$ cat config.mk
export PLATFORM = sky130hd
export DESIGN_NAME = click_mux_n_sync
export DESIGN_NICKNAME = d
export VERILOG_FILES = /design/src/rtl/click_mux_n_sync.sv
export SDC_FILE = /design/constraint.sdc
export NUM_CORES = 1
export LEC_CHECK = 0
export CAP_MARGIN = 20
export CORE_MARGIN = 3
export CORE_UTILIZATION = 30
export CTS_CLUSTER_SIZE = 30
export DETAILED_ROUTE_END_ITERATION = 6
export PLACE_DENSITY = 0.6
export SYNTH_ARGS = -nofsm -noshare
export SYNTH_HDL_FRONTEND = slang
export SYNTH_SLANG_ARGS = --single-unit
$ cat constraint.sdc
create_clock -name clk -period 3.9 [get_ports clk]
set_input_delay 1.17 -clock clk [delete_from_list [all_inputs] [get_ports clk]]
set_output_delay 1.17 -clock clk [all_outputs]
set_load 0.02 [all_outputs]
$ cat src/rtl/click_mux_n_sync.sv
// rtl/click_mux_n_sync.sv - N-way clocked two-phase click mux with early-acknowledged select channel
module click_mux_n_sync #(
  parameter int           N              = 4,
  parameter int           W              = 8,
  parameter int           SW             = $clog2(N),
  parameter int           CNT_W          = 16,
  parameter logic [N-1:0] PHASE_INIT_IN  = '0,
  parameter logic         PHASE_INIT_OUT = 1'b0,
  parameter logic         PHASE_INIT_SEL = 1'b0
) (
  input  logic             clk,
  input  logic             rst,
  input  logic [N-1:0]     in_req,
  output logic [N-1:0]     in_ack,
  input  logic [N*W-1:0]   in_data,
  input  logic             sel_req,
  output logic             sel_ack,
  input  logic [SW-1:0]    sel_data,
  output logic             out_req,
  input  logic             out_ack,
  output logic [W-1:0]     out_data,
  output logic             err,
  output logic [CNT_W-1:0] xfer_count
);

  typedef enum logic {IDLE, ARMED} state_t;

  // Channel count widened by one bit so sel_data >= N is detectable when N is not a power of two
  localparam logic [SW:0] N_LIM = (SW+1)'(N);

  state_t        state, state_d;
  logic [SW-1:0] sel_q;
  logic [W-1:0]  in_arr [N];
  logic          sel_pending, sel_valid, in_pending, out_free;
  logic          take_sel, drop_sel, fire;

  for (genvar gi = 0; gi < N; gi++) begin : g_unpack
    assign in_arr[gi] = in_data[gi*W +: W];
  end

  assign sel_pending = (sel_req != sel_ack);
  assign sel_valid   = ({1'b0, sel_data} < N_LIM);
  assign in_pending  = (in_req[sel_q] != in_ack[sel_q]);
  assign out_free    = (out_req == out_ack);

  // Next-state and per-edge action decode: consume/drop a select in IDLE, fire in ARMED
  always_comb begin
    state_d  = state;
    take_sel = 1'b0;
    drop_sel = 1'b0;
    fire     = 1'b0;
    case (state)
      IDLE: begin
        if (sel_pending) begin
          if (sel_valid) begin
            take_sel = 1'b1;
            state_d  = ARMED;
          end else begin
            drop_sel = 1'b1;
          end
        end
      end
      ARMED: begin
        if (in_pending && out_free) begin
          fire    = 1'b1;
          state_d = IDLE;
        end
      end
    endcase
  end

  // State register
  always_ff @(posedge clk or negedge rst) begin
    if (!rst) begin
      state <= IDLE;
    end else begin
      state <= state_d;
    end
  end

  // Handshake phases, latched select, output data, sticky error and transfer counter
  always_ff @(posedge clk or negedge rst) begin
    if (!rst) begin
      in_ack     <= PHASE_INIT_IN;
      sel_ack    <= PHASE_INIT_SEL;
      out_req    <= PHASE_INIT_OUT;
      out_data   <= '0;
      err        <= 1'b0;
      xfer_count <= '0;
      sel_q      <= '0;
    end else begin
      if (take_sel) begin
        sel_q <= sel_data;
      end
      if (take_sel || drop_sel) begin
        sel_ack <= ~sel_ack;
      end
      if (drop_sel) begin
        err <= 1'b1;
      end
      if (fire) begin
        out_data      <= in_arr[sel_q];
        out_req       <= ~out_req;
        in_ack[sel_q] <= ~in_ack[sel_q];
        xfer_count    <= xfer_count + 1'b1;
      end
    end
  end

endmodule

Yosys cells after proc, flatten, opt, wreduce, memory -nomap -nowiden --
Index checks and enable logic that the tools add are counted.
Word-level totals: register bits 33, input bits 42, output and inout port bits 31, logic and storage cells 37
Cells by class: add/sub/neg operators 1, order comparisons 3, eq/ne operators 3, mux-type cells 16, bitwise logic cells 5, reductions and logical operators 2
Operators by type and width (number):
- adder 16 x 1 -> 16 bit (second input constant) | 1
- binary-select mux 8 bit (select 2 bit) | 1
- two-way mux 8 bit | 2
- two-way mux 1 bit | 8
- binary-select mux 1 bit (select 2 bit) | 2
- bitwise mux 4 bit | 1
- inverter 1 bit | 4
- greater-or-equal comparator 3 bit (second input constant) | 1
- < comparator 2 x 3 -> 1 bit (second input constant) | 1
- inverter 2 -> 3 bit | 1
- demux 1 bit (select 2 bit) | 1
- greater-or-equal comparator 2 x 1 -> 1 bit (second input constant) | 1
- logical AND 1 bit | 2
- inequality test 1 bit | 2
- case mux 1 bit (2 select lines) | 1
- == test 1 bit | 1

Logic depth before layout (Yosys ltp) --
Gate-level depths: netlist of run 1.
depth after elaboration 6, gate-level depth with buffers 7, gate-level depth less buffers 5

Least setup slack after synthesis of run 1 --
No wires, ideal clock.
path kind input port to flip-flop, start in in_req[2], end reg out_data[0], setup time 125 ps, arrival 2363 ps, required time 3775 ps, setup slack 1412 ps, cell stages on the path 6, path buffers 1, cells stage by stage mux2i_1 xnor2_1 mux2i_4 and3_4 buf_12 mux2_4
Between the ends: cells in the longest elaborated chain, start to end 6
Ends and longest elaborated chain:
- from (decl) | line 13 | input logic [N-1:0] in_req,
- binary-select mux 1 bit (select 2 bit) | line 43 | assign in_pending = (in_req[sel_q] != in_ack[sel_q]);
- two-way mux 1 bit (implied by the code) | line 43
- inequality test 1 bit | line 43
- logical AND 1 bit | line 64 | if (in_pending && out_free) begin
- two-way mux 1 bit | line 64
- two-way mux 1 bit | line 52 | case (state)
- to (signal assigned) | line 102 | out_data <= in_arr[sel_q];
- to (decl) | line 21 | output logic [W-1:0] out_data,
Every way passes these cells. The select of a mux whose other input is x is not followed. A chain may end at the register's enable or synchronous reset.

Worst setup path after layout of run 1 --
start in in_req[3], end reg out_data[5]
Same word-level chain as after synthesis.

==> impl_metrics.yaml, run 1 <==
timing:
  hold_viol: 0
  fmax_mhz: 375
  skew_ns: 0.00230
  final.setup.worst_slack_ns: 1.23
  setup_violations: 0
  finalCritPeriodShare_pct: 68.4
  slew_headroom_pct: 48.3
  slew_viol_final: 0
  holdWs_ns: 0.477
  worstMarginPinSlew_ns: 0.776
  min_period_ns: 2.67
  rsz0062_at_grt: "no"
  tns_ns: 0
clocking:
  clockRootBuffer: "clkbuf_8"
  cts_resized: 0
  clock_path_buffers: 2
  post_cts_buffers: 0
  htree_levels: 2
  numClockSinks: 33
  clock_latency_ns: 0.27
  cts_made_buffers: 5
  clk_pin_slew_worst_paths_ns: 0.06
  cts_hold_buf: 0
  cts_tree: "yes"
worst_setup_path:
  arrival_ns: 2.83
  crit_fanout: 12
  rr_worst_depth: 5
  start_kind: "input pin"
  cp.required_ns: 4.06
  path_class: "in -> reg"
  cp-end-kind: "flop"
drt:
  detailroute.via_count: 1355
  routed_via_density: 4.72
  finalWirelength_mm: 4.20
  ant_nets: 0
  drc: 0
  firstDrtPassIters: 4
  wl_per_cell_um: 14.6
  drt_iter0_drc: 29
power:
  switching_share_pct: 39.1
  leakage_nw: 1.02
  finalPower_mw: 1.88
  power_density_nw_per_um2: 717
  vdd_ir_drop_max_mv: 0.450
  internal_power_mw: 1.14
  power_frac_comb_pct: 53.6
  switchingPower_mw: 0.734
  power_frac_clock_pct: 12.4
  p_seq_share_pct: 34.0
synthesis:
  ys_ff_latch: 33
  synth_largest_area_cell: "dfrtp_1"
  synthesis.area_um2: 1780
  synth.top_cell.area_share_pct: 46.3
  syn_inst: 144
  ys_seq_area_share_pct: 46.3
  yosysWarnings: 0
  synth_area_leaders: "dfrtp_1, mux4_2, xnor2_1, mux2_4, nand4_1"
  ys_types: 24
  syn-num-nets: 187
  avgSynthCellArea_um2: 12.4
floorplanning:
  die-area_um2: 6900
  ios: 73
  start_util_pct: 31.6
  die_h_um: 83.1
  design.core.area_um2: 5640
  die_x_um: 83.1
  floorplan.rows: 27
final_layout:
  finalCoreUtilization_pct: 46.4
  multiInputGateArea_um2: 895
  final_nets: 259
  seq_area_um2: 826
  area_growth_pct: 46.8
  insertedDiodeCount: 0
  fillers: 518
  drive_above_1_share_pct: 14.4
global_routing:
  antenna_found_initial: 0
  grt_overflow: 0
  grtUsageTotal_pct: 13.1
  grt_pass1_vias: 1384
  grt_max_degree: 21
  grt_pass1_wl_mm: 7.25
placement:
  place_worst_setup_slack_ns: 0.914
  place_hpwl_mm: 3.20
  place_congestion: 0.695
  numPortBuffers: 71
run_status:
  status: "completed"
worst_hold_path:
  hold_class: "reg -> reg"
  hold_depth: 1
flow_run:
  drv_cap: 0
## power by group through the flow
stage | clock network (mW) | registers, mW | logic, mW
after floorplan | 0 | 0.675 | 0.642
after global placement | 0 | 0.650 | 1.01
after detailed placement | 0 | 0.648 | 1.02
after CTS | 0.238 | 0.645 | 1.02
after global routing | 0.254 | 0.673 | 1.08
final | 0.232 | 0.638 | 1.01
## critical path, stage by stage
cell and delay (ns):
clkdlybuf4s50_1 0.47, xor2_1 0.15, mux2i_1 0.13, mux2i_4 0.19, and3_4 0.36, mux2_2 0.36
## cells in the final DEF (no fill, tap or decap), drive strengths merged
cell / instances
ha: 1
clkdlybuf4s50: 71
xnor2: 20
nor2b: 3
buf: 3
nor3: 3
mux4: 8
dfrtp: 33
nand2: 8
and3: 6
clkinv: 1
nor2: 10
xor2: 5
clkbuf: 5
mux2i: 4
nand4: 13
conb: 1
mux2: 12
nand3: 8
## flip-flops by register name (all words and copies together) (netlist names)
register    cells
in_ack          4
xfer_count     16
state           1
sel_ack         1
out_data        8
sel_q           2
out_req         1
## synth_stat cells (all sizes together)
| master | n |
|---|---|
| and3 | 6 |
| buf | 5 |
| clkbuf | 4 |
| conb | 1 |
| dfrtp | 33 |
| ha | 1 |
| mux2 | 12 |
| mux2i | 4 |
| mux4 | 8 |
| nand2 | 8 |
| nand3 | 8 |
| nand4 | 13 |
| nor2 | 10 |
| nor2b | 3 |
| nor3 | 3 |
| xnor2 | 20 |
| xor2 | 5 |
## stage by stage
step | instances | cell area [µm²]
after floorplan | 144 | 1780
after global placement | 281 | 2540
after detailed placement | 281 | 2540
after CTS | 287 | 2620
after global routing | 287 | 2620
final | 287 | 2620
## final cells by class
class	instances	area share (%)
flip-flops and latches	33	31.5
well taps	72	3.44
clock inverters	1	0.191
multi-input cells	102	34.2
clock buffers	5	2.63
repair buffers	74	28.0
## logic make-up (layout without fill, tap and decap cells)
kind of cell             Yosys count  in the layout  share of synthesized area, %
buffers and inverters              9             80                          3.51
XOR/XNOR                          25             25                          12.3
adder cells (fa/ha/maj)            1              1                         0.702
flip-flops                        33             33                          46.3
multiplexers                      24             24                          22.1
other                              1              1                         0.210
AND/OR/NAND/NOR                   51             51                          14.9
## per-layer routing
layer,GRT usage (%),vias up,share of wire (%)
met3,2.98,4,4.3
met5,0,-,0
met2,20.6,34,49
met4,4.90,0,1.2
li1,-,655,-
met1,17.5,662,46
## path summary, 6_finish.rpt
| path | from | end | slack [ns] |
|---|---|---|---|
| min in group asynchronous | rst | out_data[2]$_DFFE_PN0P_ | 1.28 |
| worst max-delay path | in_req[3] | out_data[5]$_DFFE_PN0P_ | 1.23 |
| max in group asynchronous | rst | xfer_count[3]$_DFFE_PN0P_ | 1.92 |
| worst max register to register | sel_q[1]$_DFFE_PN0P_ | out_data[5]$_DFFE_PN0P_ | 1.66 |
| worst min register to register | xfer_count[15]$_DFFE_PN0P_ | xfer_count[15]$_DFFE_PN0P_ | 0.48 |
| worst min-delay path | xfer_count[15]$_DFFE_PN0P_ | xfer_count[15]$_DFFE_PN0P_ | 0.48 |
(Power assumes the default switching activity.)
==> run 2: changes to the inputs <==
--- a/config.mk
+++ b/config.mk
@@ -10,7 +10,7 @@
 export CORE_UTILIZATION = 30
 export CTS_CLUSTER_SIZE = 30
 export DETAILED_ROUTE_END_ITERATION = 6
-export PLACE_DENSITY = 0.6
+export PLACE_DENSITY = 0.63
 export SYNTH_ARGS = -nofsm -noshare
 export SYNTH_HDL_FRONTEND = slang
 export SYNTH_SLANG_ARGS = --single-unit
==> constraint.sdc (replaced) <==
create_clock -name clk -period 2.34 [get_ports clk]
set_input_delay 0.702 -clock clk [delete_from_list [all_inputs] [get_ports clk]]
set_output_delay 0.702 -clock clk [all_outputs]
set_load 0.02 [all_outputs]
==> impl_metrics.yaml, run 2 (synthesized netlist as in run 1, its figures left out) <==
power:
  leakage_nw: 1.04
  power_density_nw_per_um2: 1200
  internal_power_mw: 1.97
  vdd_ir_drop_max_mv: 0.631
  p_seq_share_pct: 31.8
  power_frac_comb_pct: 55.8
  switching_share_pct: 38.2
  power_frac_clock_pct: 12.4
  switchingPower_mw: 1.22
clocking:
  cts_made_buffers: 5
  cts_hold_buf: 0
  clock_latency_ns: 0.27
  clockRootBuffer: "clkbuf_8"
  post_cts_buffers: 0
  clk_pin_slew_worst_paths_ns: 0.06
  cts_resized: 0
  cts_tree: "yes"
  htree_levels: 2
  clock_path_buffers: 2
  numClockSinks: 33
drt:
  firstDrtPassIters: 4
  wl_per_cell_um: 14.2
  detailroute.via_count: 1364
  ant_nets: 0
  drc: 0
  finalWirelength_mm: 4.17
  routed_via_density: 4.66
  drt_iter0_drc: 48
floorplanning:
  floorplan.rows: 27
  start_util_pct: 31.6
  ios: 73
  design.core.area_um2: 5640
  die-area_um2: 6900
  die_x_um: 83.1
  die_h_um: 83.1
worst_setup_path:
  arrival_ns: 2.33
  cp-end-kind: "flop"
  start_kind: "input pin"
  path_class: "in -> reg"
  crit_fanout: 10
  rrSetupSlack_ns: 0.36
  cp.required_ns: 2.49
global_routing:
  grt_pass1_vias: 1397
  grt_max_degree: 34
  antenna_found_initial: 0
  grt_pass1_wl_mm: 6.87
  grt_overflow: 0
  grtUsageTotal_pct: 12.2
timing:
  tns_ns: 0
  skew_ns: 0.00376
  rsz0062_at_grt: "no"
  hold_viol: 0
  min_period_ns: 2.18
  fmax_mhz: 460
  final.setup.worst_slack_ns: 0.165
  holdWs_ns: 0.473
  setup_violations: 0
  slew_viol_final: 0
  finalCritPeriodShare_pct: 93.0
final_layout:
  drive_above_1_share_pct: 15.4
  final_nets: 263
  largest_reg_flops: 16
  mostFrequentLayoutCells: "clkdlybuf4s50_1, dfrtp_1, xnor2_1, nand4_1, nor2_1"
  mostFrequentLayoutCell: "clkdlybuf4s50_1"
  insertedDiodeCount: 0
  max_flop_register: "xfer_count"
  reg_top3: "xfer_count (16), out_data (8), in_ack (4)"
  area_growth_pct: 48.8
  fillers: 537
run_status:
  status: "completed"
placement:
  place_hpwl_mm: 3.19
  place_congestion: 0.781
  place_worst_setup_slack_ns: -0.155
  numPortBuffers: 71
flow_run:
  drv_cap: 0
worst_hold_path:
  hold_class: "reg -> reg"
==> run 2: cell types whose count changed in the layout (fill, tap and decap cells not counted) <==
cell,change
clkinv_2,-1
clkbuf_1,+3
buf_4,+4
==> run 2: critical path: stages <==
cell and delay (ns):
clkdlybuf4s50_1 0.47, xor2_1 0.16, mux2i_1 0.13, mux2i_4 0.17
and3_4 0.33, mux2_2 0.36
==> run 2: path summary, 6_finish.rpt <==
| check | from | end | depth (start not counted) |
|---|---|---|---|
| min in group asynchronous | rst | xfer_count[9]$_DFFE_PN0P_ | 2 |
| worst max-delay path | in_req[3] | out_data[5]$_DFFE_PN0P_ | 6 |
| worst min register to register | xfer_count[15]$_DFFE_PN0P_ | xfer_count[15]$_DFFE_PN0P_ | 1 |
| worst max register to register | sel_q[1]$_DFFE_PN0P_ | out_data[5]$_DFFE_PN0P_ | 5 |
| worst min-delay path | xfer_count[15]$_DFFE_PN0P_ | xfer_count[15]$_DFFE_PN0P_ | 1 |
| max in group asynchronous | rst | out_data[4]$_DFFE_PN0P_ | 2 |
==> run 2: power groups by stage <==
stage                     Clock, mW  Combinational [mW]  Sequential, mW
after detailed placement          0                1.80            1.02
after global placement            0                1.79            1.03
final                         0.394                1.78            1.01
after CTS                     0.415                1.81            1.02
after global routing          0.439                1.91            1.05
after floorplan                   0                1.07            1.13
==> run 2: layer usage <==
metal	wire, µm	GRT usage, %	vias to the layer above
met5	0	0	-
met4	42	3.12	0
met3	189	2.88	4
met2	2020	19.8	38
met1	1920	16.5	660
li1	-	-	662
==> run 2: final cells by class <==
type	count	area [µm²]	area share, %
clock buffer	8	80.1	3.02
multi-input combinational	102	895	33.7
sequential	33	826	31.1
tap	72	90.1	3.39
timing repair buffer	78	763	28.8
==> run 2: through the flow <==
stage               util, %  power [mW]  instances  cell area, µm²
finish                 47.0        3.18        293            2650
global placement       45.6        2.82        285            2570
global route           47.0        3.40        293            2650
CTS                    47.0        3.24        293            2650
detailed placement     45.6        2.83        285            2570
floorplan                 -        2.20        144            1780
